## src/rtl/eth_frame_sequencer.sv

```systemverilog
// Ethernet frame byte sequencer: preamble, SFD, latched header, streamed payload,
// optional CRC-32 FCS and a fixed inter-frame gap, over a valid/ready byte stream.

package ethernet_header_pkg;
  typedef struct packed {
    logic [0:5][7:0] mac_destination;
    logic [0:5][7:0] mac_source;
    logic [0:1][7:0] eth_type_length;
  } ethernet_header;
endpackage

module eth_frame_sequencer
  import ethernet_header_pkg::*;
#(
  parameter int PACKET_PAYLOAD_BYTES = 128,
  parameter int IFG_BYTES            = 12,
  parameter int INCLUDE_FCS          = 1
) (
  input  logic           clk,
  input  logic           rst_n,
  input  logic           start,
  input  ethernet_header header_in,
  input  logic [7:0]     payload_data,
  input  logic           payload_valid,
  output logic           payload_ready,
  output logic [7:0]     tx_data,
  output logic           tx_valid,
  input  logic           tx_ready,
  output logic           tx_last,
  output logic           busy
);

  if (PACKET_PAYLOAD_BYTES < 46 || PACKET_PAYLOAD_BYTES > 1500) begin : g_bad_payload
    $error("eth_frame_sequencer: PACKET_PAYLOAD_BYTES must be 46..1500");
  end
  if (IFG_BYTES < 0 || IFG_BYTES > 65535) begin : g_bad_ifg
    $error("eth_frame_sequencer: IFG_BYTES must be 0..65535");
  end

  typedef enum logic [2:0] {
    IDLE, PREAMBLE, SFD, HEADER, PAYLOAD, FCS, IFG
  } state_t;

  localparam logic [15:0] PL_LAST  = 16'(PACKET_PAYLOAD_BYTES - 1);
  localparam logic [15:0] IFG_LAST = (IFG_BYTES > 0) ? 16'(IFG_BYTES - 1) : 16'd0;
  localparam state_t POST_FCS      = (IFG_BYTES > 0) ? IFG : IDLE;
  localparam state_t POST_PAYLOAD  = (INCLUDE_FCS != 0) ? FCS : POST_FCS;

  state_t          state_q, state_d;
  logic [15:0]     cnt_q, cnt_d;
  logic [31:0]     crc_q, crc_d;
  ethernet_header  hdr_q, hdr_d;
  logic [0:13][7:0] hdr_bytes;
  logic [31:0]     fcs;
  logic            xfer;

  function automatic logic [31:0] crc32_byte(input logic [31:0] crc, input logic [7:0] data);
    logic [31:0] c;
    c = crc ^ {24'd0, data};
    for (int i = 0; i < 8; i++) begin
      c = c[0] ? ((c >> 1) ^ 32'hEDB8_8320) : (c >> 1);
    end
    return c;
  endfunction

  assign hdr_bytes = hdr_q;
  assign fcs       = ~crc_q;
  assign xfer      = tx_valid && tx_ready;

  // Outputs depend only on state and counter, so they hold while a byte is stalled.
  always_comb begin
    tx_valid      = 1'b0;
    tx_data       = 8'h00;
    tx_last       = 1'b0;
    payload_ready = 1'b0;
    busy          = (state_q != IDLE);
    case (state_q)
      PREAMBLE: begin
        tx_valid = 1'b1;
        tx_data  = 8'h55;
      end
      SFD: begin
        tx_valid = 1'b1;
        tx_data  = 8'hD5;
      end
      HEADER: begin
        tx_valid = 1'b1;
        tx_data  = hdr_bytes[cnt_q[3:0]];
      end
      PAYLOAD: begin
        tx_valid      = payload_valid;
        tx_data       = payload_data;
        payload_ready = tx_ready;
        tx_last       = (INCLUDE_FCS == 0) && (cnt_q == PL_LAST);
      end
      FCS: begin
        tx_valid = 1'b1;
        tx_last  = (cnt_q[1:0] == 2'd3);
        case (cnt_q[1:0])
          2'd0:    tx_data = fcs[7:0];
          2'd1:    tx_data = fcs[15:8];
          2'd2:    tx_data = fcs[23:16];
          default: tx_data = fcs[31:24];
        endcase
      end
      default: ;
    endcase
  end

  always_comb begin
    state_d = state_q;
    cnt_d   = cnt_q;
    crc_d   = crc_q;
    hdr_d   = hdr_q;
    case (state_q)
      IDLE: begin
        if (start) begin
          hdr_d   = header_in;
          crc_d   = 32'hFFFF_FFFF;
          cnt_d   = '0;
          state_d = PREAMBLE;
        end
      end
      PREAMBLE: begin
        if (xfer) begin
          if (cnt_q == 16'd6) begin
            cnt_d   = '0;
            state_d = SFD;
          end else begin
            cnt_d = cnt_q + 16'd1;
          end
        end
      end
      SFD: begin
        if (xfer) begin
          cnt_d   = '0;
          state_d = HEADER;
        end
      end
      HEADER: begin
        if (xfer) begin
          crc_d = crc32_byte(crc_q, tx_data);
          if (cnt_q == 16'd13) begin
            cnt_d   = '0;
            state_d = PAYLOAD;
          end else begin
            cnt_d = cnt_q + 16'd1;
          end
        end
      end
      PAYLOAD: begin
        if (xfer) begin
          crc_d = crc32_byte(crc_q, tx_data);
          if (cnt_q == PL_LAST) begin
            cnt_d   = '0;
            state_d = POST_PAYLOAD;
          end else begin
            cnt_d = cnt_q + 16'd1;
          end
        end
      end
      FCS: begin
        if (xfer) begin
          if (cnt_q[1:0] == 2'd3) begin
            cnt_d   = '0;
            state_d = POST_FCS;
          end else begin
            cnt_d = cnt_q + 16'd1;
          end
        end
      end
      IFG: begin
        // The gap runs on wall-clock cycles, independent of tx_ready.
        if (cnt_q == IFG_LAST) begin
          cnt_d   = '0;
          state_d = IDLE;
        end else begin
          cnt_d = cnt_q + 16'd1;
        end
      end
      default: state_d = IDLE;
    endcase
  end

  always_ff @(posedge clk) begin
    if (!rst_n) begin
      state_q <= IDLE;
      cnt_q   <= '0;
      crc_q   <= 32'hFFFF_FFFF;
      hdr_q   <= '0;
    end else begin
      state_q <= state_d;
      cnt_q   <= cnt_d;
      crc_q   <= crc_d;
      hdr_q   <= hdr_d;
    end
  end

endmodule

```

## config.mk

```make
export PLATFORM = sky130hd
export DESIGN_NAME = eth_frame_sequencer
export DESIGN_NICKNAME = d
export VERILOG_FILES = /design/src/rtl/eth_frame_sequencer.sv
export SDC_FILE = /design/constraint.sdc
export NUM_CORES = 1
export LEC_CHECK = 0
export CORE_ASPECT_RATIO = 1.25
export CORE_UTILIZATION = 55
export CTS_CLUSTER_SIZE = 30
export DETAILED_ROUTE_END_ITERATION = 10
export DONT_BUFFER_PORTS = 1
export GPL_TIMING_DRIVEN = 0
export PLACE_DENSITY = 0.7
export SKIP_CTS_REPAIR_TIMING = 1
export SKIP_LAST_GASP = 1
export SLEW_MARGIN = 20
export SYNTH_ARGS = -nofsm -noshare
export SYNTH_HDL_FRONTEND = slang
export SYNTH_SLANG_ARGS = --single-unit
```

## constraint.sdc

```tcl
create_clock -name clk -period 5.6 [get_ports clk]
set_clock_uncertainty 0.1 [all_clocks]
set_input_delay 0.56 -clock clk [delete_from_list [all_inputs] [get_ports clk]]
set_output_delay 0.56 -clock clk [all_outputs]
set_load 0.05 [all_outputs]
```

=== After elaboration in Yosys (flattened, before gate mapping) ===
Cells that the tools add are included.
Widths: inputs -> output; s select.

* Register bits: 163
* Input port bits: 125

* Add/subtract/negate cells: 1
* Magnitude comparators: 1
* Equality and inequality tests: 25
* Mux-type cells: 43
* Bitwise gates (word level): 11
* Reduce and logical (&&, ||, !) cells: 12

{| class="wikitable"
|+ Operator list
! kind !! count
|-
| $mux 32 || 10
|-
| $mux 16 || 11
|-
| $not 13->14 || 8
|-
| $pmux 16 s7 || 1
|-
| $pmux 32 s2 || 1
|-
| $pmux 8 s5 || 1
|-
| $mux 3 || 11
|-
| $bmux 8 s4 || 1
|-
| $eq 16x4->1 const B || 2
|-
| $not 32->32 || 1
|-
| $xor 32x8->32 || 1
|-
| $pmux 8 s3 || 1
|-
| $ne 2x2->1 const B || 11
|-
| $pmux 3 s7 || 1
|-
| $add 16x1->16 const B || 1
|-
| $eq 16x3->1 const B || 1
|-
| $eq 16x7->1 const B || 1
|-
| $mux 8 || 2
|-
| $reduce_and 11->1 || 1
|-
| $eq 3x3->1 const B || 3
|-
| $reduce_and 7->1 || 1
|-
| $reduce_bool 7->1 || 1
|-
| $eq 3x2->1 const B || 2
|-
| $ge 5x5->1 const B || 1
|-
| 16 further kinds || 18
|}

=== Logic depth before layout (Yosys ltp) ===
Gate-level depths: netlist of run 1.

* Depth in word-level cells: 24
* Depth in mapped cells: 15
* Depth with buffers taken out: 11

=== Worst setup path after synthesis of run 1 ===
Ideal clock, no wire load.

* Kind: reg-to-reg
* Start: register cnt_q[0]
* End: register crc_q[18]
* Setup time: 133 ps
* Arrival time: 3,207 ps
* Required time: 5,367 ps
* Setup slack: 2,160 ps
* Cell stages (with the launch flop): 15
* Path through: dfxtp_1 > buf_6 > buf_4 > buf_2 > inv_1 > ha_1 > inv_1 > o2111ai_1 > a32o_1 > a2111oi_1 > a2111oi_4 > xnor2_2 > xor2_1 > xnor2_1 > a21oi_1

* Cells in the longest elaborated chain, start to end: 20
* Elaborated cells on any way between the ends: 25
* Classes of those cells: eq/ne: 2; mux: 15; bitwise: 7; reduce/logical: 1

{| class="wikitable"
|+ Ends and longest elaborated chain
! element !! RTL line !! text
|-
| start, declared || 50 || <nowiki>logic [15:0] cnt_q, cnt_d;</nowiki>
|-
| start signal, assigned || 193 || <nowiki>cnt_q <= cnt_d;</nowiki>
|-
| $not 4->5 (not written as such) || 88 || <nowiki>tx_data = hdr_bytes[cnt_q[3:0]];</nowiki>
|-
| $bmux 8 s4 || 88 ||
|-
| $mux 8 (not written as such) (2 in a row) || 88 ||
|-
| $pmux 8 s5 (*) || 77 || <nowiki>case (state_q)</nowiki>
|-
| $xor 32x8->32 (*) || 59 || <nowiki>c = crc ^ {24'd0, data};</nowiki>
|-
| $mux 32 (*) (2 in a row) || 61 || <nowiki>c = c[0] ? ((c >> 1) ^ 32'hEDB8_8320) : (c >> 1);</nowiki>
|-
| $not 13->14 (no line) || - ||
|-
| $mux 32 (*) (2 in a row) || 61 ||
|-
| $not 13->14 (no line) || - ||
|-
| $mux 32 (*) || 61 ||
|-
| $not 13->14 (no line) || - ||
|-
| $mux 32 (*) || 61 ||
|-
| $not 13->14 (no line) || - ||
|-
| $mux 32 (*) (2 in a row) || 61 ||
|-
| $mux 32 (*) || 141, 152 ||
|-
| $pmux 32 s2 (*) || 115 || <nowiki>case (state_q)</nowiki>
|-
| end signal, assigned || 194 || <nowiki>crc_q <= crc_d;</nowiki>
|-
| end, declared || 51 || <nowiki>logic [31:0] crc_q, crc_d;</nowiki>
|}

Mark *: on every way between the ends. The rest lies on a longest branch, timed or not. The select of a mux whose other input is x is not followed.
A chain may end at the register's enable or synchronous reset.

=== Final worst setup path of run 1 ===
* Start: register cnt_q[1]
* End: register crc_q[27]

* Elaborated cells on any way between the ends: 24
* Classes of those cells: eq/ne: 2; mux: 15; bitwise: 6; reduce/logical: 1

{| class="wikitable"
|+ RTL lines
! element !! RTL line !! text
|-
| $not 4->5 (not written as such) || 88 ||
|-
| $bmux 8 s4 || 88 ||
|-
| $mux 8 (not written as such) (2 in a row) || 88 ||
|-
| $pmux 8 s5 (*) || 77 ||
|-
| named net tx_data[7] || 26 || <nowiki>output logic [7:0] tx_data,</nowiki>
|-
| $xor 32x8->32 (*) || 59 ||
|-
| $mux 32 (*) || 61 ||
|-
| $not 13->14 (no line) || - ||
|-
| $mux 32 (*) (7 in a row) || 61 ||
|-
| $mux 32 (*) || 141, 152 ||
|-
| $pmux 32 s2 (*) || 115 ||
|}

Mark *: on every way through the listed nets, which the timed path passes. The rest lies on a longest branch. The select of a mux whose other input is x is not followed.

==> results of run 1 <==
[power by group through the flow]
stage               Sequential, µW  Combinational (µW)  Clock, µW
floorplan                     1390                1520          0
global placement              1420                1900          0
detailed placement            1430                1920          0
CTS                           1400                1930       1130
global route                  1420                2100       1170
finish                        1400                1940       1120
[how the worst min path moves through the flow]
stage                             endpoint                        start  cells past startpoint
5_1_grt         hdr_bytes[83]$_SDFFE_PN0P_                header_in[83]                      2
6_report        hdr_bytes[77]$_SDFFE_PN0P_                header_in[77]                      2
4_1_cts         hdr_bytes[77]$_SDFFE_PN0P_                header_in[77]                      2
3_3_place_gp    hdr_bytes[47]$_SDFFE_PN0P_   hdr_bytes[47]$_SDFFE_PN0P_                      2
3_5_place_dp   hdr_bytes[109]$_SDFFE_PN0P_  hdr_bytes[109]$_SDFFE_PN0P_                      2
2_1_floorplan   hdr_bytes[25]$_SDFFE_PN0P_   hdr_bytes[25]$_SDFFE_PN0P_                      2
[cell type report]
class / instances / area (µm²) / area share, %
inverters: 11 / 41.3 / 0.430
flip-flops and latches: 163 / 3260 / 34.0
well taps: 212 / 265 / 2.76
multi-input cells: 801 / 5140 / 53.6
clock inverters: 14 / 115 / 1.20
plain buffers: 73 / 333 / 3.47
clock buffers: 18 / 439 / 4.58
[logic make-up (layout without fill, tap and decap cells)]
| logic type | Yosys count | in the layout | share of synthesized area (%) |
|---|---|---|---|
| buffers and inverters | 84 | 116 | 4.26 |
| muxes | 59 | 59 | 7.05 |
| adders and majority gates | 5 | 5 | 0.713 |
| and+or+nand+nor | 417 | 417 | 21.2 |
| DFF | 163 | 163 | 37.2 |
| xor gates and xnor gates | 74 | 74 | 8.93 |
| AOI/OAI and AO/OA | 246 | 246 | 20.7 |
[through the flow]
stage               total power, µW  utilization (%)
floorplan                      2910                -
global placement               3320             58.1
detailed placement             3340             58.1
CTS                            4460             61.6
global route                   4690             61.6
finish                         4460             61.6
[metal layers]
metal | GRT usage [%] | vias to the layer above | share of wire [%]
met1 | 36.5 | 3406 | 42
met2 | 50.3 | 253 | 49
li1 | - | 3630 | -
met4 | 13.2 | 0 | 2.9
met5 | 0 | - | 0
met3 | 6.45 | 51 | 6.5
[placed cells by master, fill, tap and decap left out, types with 5 or more instances in the layout]
master / count
nand2_1: 260
dfxtp_1: 163
a21boi_0: 115
mux2i_1: 55
clkbuf_1: 53
nor2_1: 46
xnor2_1: 37
a21oi_1: 28
xor2_1: 25
nand2b_1: 22
o21ai_0: 20
nor3_1: 20
clkbuf_16: 17
o22ai_1: 13
inv_1: 11
o21ai_1: 9
o211ai_1: 8
nand3_1: 8
buf_2: 8
nor2b_1: 8
and2_1: 7
and3_1: 6
nor4_1: 6
inv_6: 6
a32o_1: 5
or3_1: 5
o22a_1: 5
buf_4: 5
ha_1: 5
[flip-flops by register name (all words and copies together), names as in the netlist]
signal     count
cnt_q         16
hdr_bytes    112
state_q        3
crc_q         32
[worst reg2reg max path: stages (launching register included)]
cell     delay, ps
dfxtp_1        520
buf_6          240
buf_6          220
mux2i_1        290
o22ai_1        110
nor4_1         860
o21ai_2        410
xor2_2         580
xnor2_4        240
xor2_1         360
xnor2_1        170
a21oi_1         80
==> flow_metrics.env, run 1 <==
export IMPL_ys_ff_latch=163
export IMPL_rsz0062_at_grt="no"
export IMPL_globalRoute_totalOverflow=0
export IMPL_antenna_cells=0
export IMPL_htree_levels=4
export IMPL_die_area_um2=16500
export IMPL_cp_top_family="XOR/XNOR gates"
export IMPL_drtPass1Iterations=5
export IMPL_path_depth=11
export IMPL_vias=7340
export IMPL_r2r_end="crc_q[27]$_SDFFE_PN1P_"
export IMPL_yosysMostFrequentCell="nand2_1"
export IMPL_portBuffers=0
export IMPL_netSwitchingFraction_pct=41.8
export IMPL_clockBufferDepth=2
export IMPL_status="complete, no violations"
export IMPL_netlist_area_um2=8770
export IMPL_clkTransAtPathRegs_ps=70
export IMPL_ff2ff_setup_slack_ps=1290
export IMPL_critPathLaunch="cnt_q[1]$_SDFFE_PN0P_"
export IMPL_synth_common_cells="260 x nand2_1, 163 x dfxtp_1, 115 x a21boi_0, 55 x mux2i_1, 53 x clkbuf_1"
export IMPL_yosys_cell_types_count=76
export IMPL_critPathBufInv=2
export IMPL_finalSetupViolCount=0
export IMPL_syn_to_final_growth_pct=9.40
export IMPL_viasPerCell=5.68
export IMPL_worst_slew_pin_slew_ps=1240
export IMPL_place_ws_ps=1310
export IMPL_min_period_over_period_pct=77.0
export IMPL_place_area_um2=9040
export IMPL_drt_wl_total_um=24300
export IMPL_grt_max_degree=17
export IMPL_async_flop_share_pct=0
export IMPL_ant_nets=0
export IMPL_start_util_pct=56.3
export IMPL_end_kind="flop"
export IMPL_rows=51
export IMPL_fp_coreArea_um2=15600
export IMPL_drv_cap=0
export IMPL_cellLeakagePower_uw=0.00330
export IMPL_hp_class="in2reg"
export IMPL_slew_headroom_pct=16.4
export IMPL_maxSlewViolCount=0
export IMPL_grt_pass1_wl_um=36300
export IMPL_max_stage_delay_ps=860
export IMPL_p_sw_uw=1860
export IMPL_power_frac_seq_pct=31.5
export IMPL_cp_max_fo=10
export IMPL_setup_slack_ps=1290
export IMPL_cts_tree="built"
export IMPL_fin_tns_setup_ps=0
export IMPL_synthFlopType="dfxtp_1"
export IMPL_grt_pass1_vias=6704
export IMPL_netlist_area_leader_share_pct=37.2
export IMPL_place_gp_congestion=0.917
export IMPL_fin_crit_ps=4310
export IMPL_io_pins=137
export IMPL_routedWlPerCell_um=18.8
export IMPL_clkSinkCount=163
export IMPL_grt_usage_pct=29.9
export IMPL_yosysTopAreaCell="dfxtp_1"
export IMPL_r2r_start="cnt_q[1]$_SDFFE_PN0P_"
export IMPL_drc=0
export IMPL_synth_edff_count=0
export IMPL_synth_seq_area_share_pct=37.2
export IMPL_worstPathRequired_ps=5790
export IMPL_avgSynthCellArea_um2=8.37
export IMPL_antenna_found_initial=0
export IMPL_clk_latency_ps=430
export IMPL_endpoint="crc_q[27]$_SDFFE_PN1P_"
export IMPL_critPathKind="reg2reg"
export IMPL_die_y_um=143
export IMPL_cp_common_cell="buf_6"
export IMPL_nets=1197
export IMPL_die_w_um=115
export IMPL_yosysWarnings=0
export IMPL_dp_cells=1260
export IMPL_dr_first_iter_drc_count=618
export IMPL_critPathSlowestCell="nor4_1"
export IMPL_p_clk_share_pct=25.0
export IMPL_final_area_um2=9600
export IMPL_fmax_mhz=232
export IMPL_final_cells=1292
export IMPL_hold_viol=0
export IMPL_synthCells=1048
export IMPL_crit_arrival_ps=4500
export IMPL_synthesis_nets=1178
export IMPL_cts_root_buffer="clkbuf_16"
export IMPL_drive_gt1_share_pct=7.50
export IMPL_p_comb_share_pct=43.5
export IMPL_cts_buffers=17
export IMPL_rr_worst_depth=11
export IMPL_powerDensity_nw_per_um2=464
export IMPL_vdd_ir_drop_max_uv=263
export IMPL_place_hpwl_um=18500
export IMPL_path_cells="buf_6, buf_6, mux2i_1, o22ai_1, nor4_1, o21ai_2, xor2_2, xnor2_4, xor2_1, xnor2_1, a21oi_1"
export IMPL_yosys_top_cells_area="dfxtp_1 37%, nand2_1 11%, a21boi_0 9.8%"
export IMPL_holdWs_ps=166
export IMPL_p_int_uw=2590
export IMPL_crit_path_start_kind="flop"
export IMPL_fill_cells=1452
Note: power is estimated with default switching activity, not from simulation.
==> run 2: changes to the inputs <==
--- a/config.mk
+++ b/config.mk
@@ -11,7 +11,7 @@
 export DETAILED_ROUTE_END_ITERATION = 10
 export DONT_BUFFER_PORTS = 1
 export GPL_TIMING_DRIVEN = 0
-export PLACE_DENSITY = 0.7
+export PLACE_DENSITY = 0.73
 export SKIP_CTS_REPAIR_TIMING = 1
 export SKIP_LAST_GASP = 1
 export SLEW_MARGIN = 20
==> constraint.sdc (replaced) <==
create_clock -name clk -period 3.6 [get_ports clk]
set_clock_uncertainty 0.1 [all_clocks]
set_input_delay 0.36 -clock clk [delete_from_list [all_inputs] [get_ports clk]]
set_output_delay 0.36 -clock clk [all_outputs]
set_load 0.05 [all_outputs]
==> flow_metrics.env, run 2 (synthesized netlist as in run 1, its figures left out) <==
export IMPL_grt_usage_pct=30.6
export IMPL_cts_root_buffer="clkbuf_16"
export IMPL_final_cells=1377
export IMPL_cp_top_family="buffers and inverters"
export IMPL_grt_max_degree=17
export IMPL_critPathSlowestCell="nor3_1"
export IMPL_die_y_um=143
export IMPL_largest_reg_flops=112
export IMPL_vias=7935
export IMPL_powerDensity_nw_per_um2=686
export IMPL_viasPerCell=5.76
export IMPL_clkTransAtPathRegs_ps=70
export IMPL_portBuffers=0
export IMPL_endpoint="hdr_bytes[107]$_SDFFE_PN0P_"
export IMPL_crit_path_start_kind="flop"
export IMPL_ff2ff_setup_slack_ps=10
export IMPL_cp_max_fo=10
export IMPL_critPathBufInv=4
export IMPL_critPathKind="reg2reg"
export IMPL_fill_cells=1277
export IMPL_vdd_ir_drop_max_uv=499
export IMPL_drc=0
export IMPL_ant_nets=0
export IMPL_r2r_end="hdr_bytes[107]$_SDFFE_PN0P_"
export IMPL_fmax_mhz=279
export IMPL_max_stage_delay_ps=860
export IMPL_htree_levels=4
export IMPL_cts_buffers=17
export IMPL_final_util_pct=68.5
export IMPL_maxSlewViolCount=0
export IMPL_status="finished, violations left"
export IMPL_grt_pass1_wl_um=37300
export IMPL_antenna_found_initial=0
export IMPL_rr_worst_depth=8
export IMPL_fp_coreArea_um2=15600
export IMPL_crit_arrival_ps=3820
export IMPL_fin_crit_ps=3590
export IMPL_final_area_um2=10700
export IMPL_critPathLaunch="state_q[1]$_SDFFE_PN0P_"
export IMPL_clkSinkCount=163
export IMPL_dp_cells=1260
export IMPL_drive_gt1_share_pct=9.44
export IMPL_end_kind="flop"
export IMPL_cellLeakagePower_uw=0.00372
export IMPL_dr_first_iter_drc_count=728
export IMPL_finalSetupViolCount=0
export IMPL_path_depth=8
export IMPL_rows=51
export IMPL_syn_to_final_growth_pct=21.6
export IMPL_nets=1283
export IMPL_r2r_start="state_q[1]$_SDFFE_PN0P_"
export IMPL_place_gp_congestion=0.959
export IMPL_clk_latency_ps=430
export IMPL_cp_common_cell="clkbuf_1"
export IMPL_die_area_um2=16500
export IMPL_whs_path_depth=2
export IMPL_drv_cap=0
export IMPL_worstPathRequired_ps=3840
export IMPL_routedWlPerCell_um=19.2
export IMPL_place_area_um2=9040
export IMPL_hold_viol=9
export IMPL_cts_tree="built"
export IMPL_start_util_pct=56.3
export IMPL_min_period_over_period_pct=99.7
export IMPL_globalRoute_totalOverflow=0
export IMPL_p_total_uw=7320
export IMPL_clockBufferDepth=2
export IMPL_drtPass1Iterations=5
export IMPL_holdWs_ps=-27.0
export IMPL_slew_headroom_pct=26.0
export IMPL_antenna_cells=0
export IMPL_violations="negative hold slack"
export IMPL_layout_commonest_cell="nand2_1"
export IMPL_grt_pass1_vias=6948
export IMPL_worst_slew_pin_slew_ps=1100
export IMPL_hp_class="in2reg"
export IMPL_place_hpwl_um=18400
export IMPL_io_pins=137
export IMPL_die_w_um=115
export IMPL_layout_common_cells="260 x nand2_1, 161 x dfxtp_1, 115 x a21boi_0"
export IMPL_drt_wl_total_um=26400
export IMPL_path_cells="buf_2, clkbuf_1, nand2b_1, nor3_1, clkbuf_1, clkbuf_1, nand2_1, a21boi_0"
## run 2: cell types whose count changed in the layout (fill, tap and decap cells not counted), sizes merged
cell         delta
dlygate4sd3    +76
clkinv          +4
buf            +10
clkbuf          -1
inv             -4
## run 2: layout make-up
class | count | area (µm²) | share of cell area (%)
buffer | 73 | 360 | 3.38
multi-input combinational | 801 | 5350 | 50.1
inverter | 11 | 50.0 | 0.469
clock inverter | 14 | 106 | 0.997
timing repair buffer | 86 | 848 | 7.95
tap | 212 | 265 | 2.49
sequential | 163 | 3270 | 30.6
clock buffer | 17 | 425 | 3.99
## run 2: report_power, final
| part | internal [µW] | switching [µW] |
|---|---|---|
| sequential | 2040 | 149 |
| clock | 888 | 786 |
| combinational | 1350 | 2110 |
## run 2: how the worst min path moves through the flow
| stage | from | to | slack [ps] |
|---|---|---|---|
| final | header_in[12] | hdr_bytes[12]$_SDFFE_PN0P_ | -30 |
| after global routing | header_in[6] | hdr_bytes[6]$_SDFFE_PN0P_ | -20 |
| after CTS | header_in[62] | hdr_bytes[62]$_SDFFE_PN0P_ | -40 |
| after detailed placement | hdr_bytes[103]$_SDFFE_PN0P_ | hdr_bytes[103]$_SDFFE_PN0P_ | 360 |
| after global placement | hdr_bytes[48]$_SDFFE_PN0P_ | hdr_bytes[48]$_SDFFE_PN0P_ | 350 |
| after floorplan | hdr_bytes[25]$_SDFFE_PN0P_ | hdr_bytes[25]$_SDFFE_PN0P_ | 340 |
## run 2: per-stage QoR
step	setup WS, ps	TNS, ps
2_1_floorplan	160	0
3_3_place_gp	-663	-12680
3_5_place_dp	-658	-13040
4_1_cts	-678	-14120
6_report	11.3	0
5_1_grt	-16.6	-27.4
## run 2: per-layer routing
layer	vias up	routed length [µm]	track usage (%)
li1	3812	-	-
met1	3730	10500	36.1
met2	322	13000	50.2
met3	71	1750	7.85
met4	0	1130	17.2
met5	-	0	0
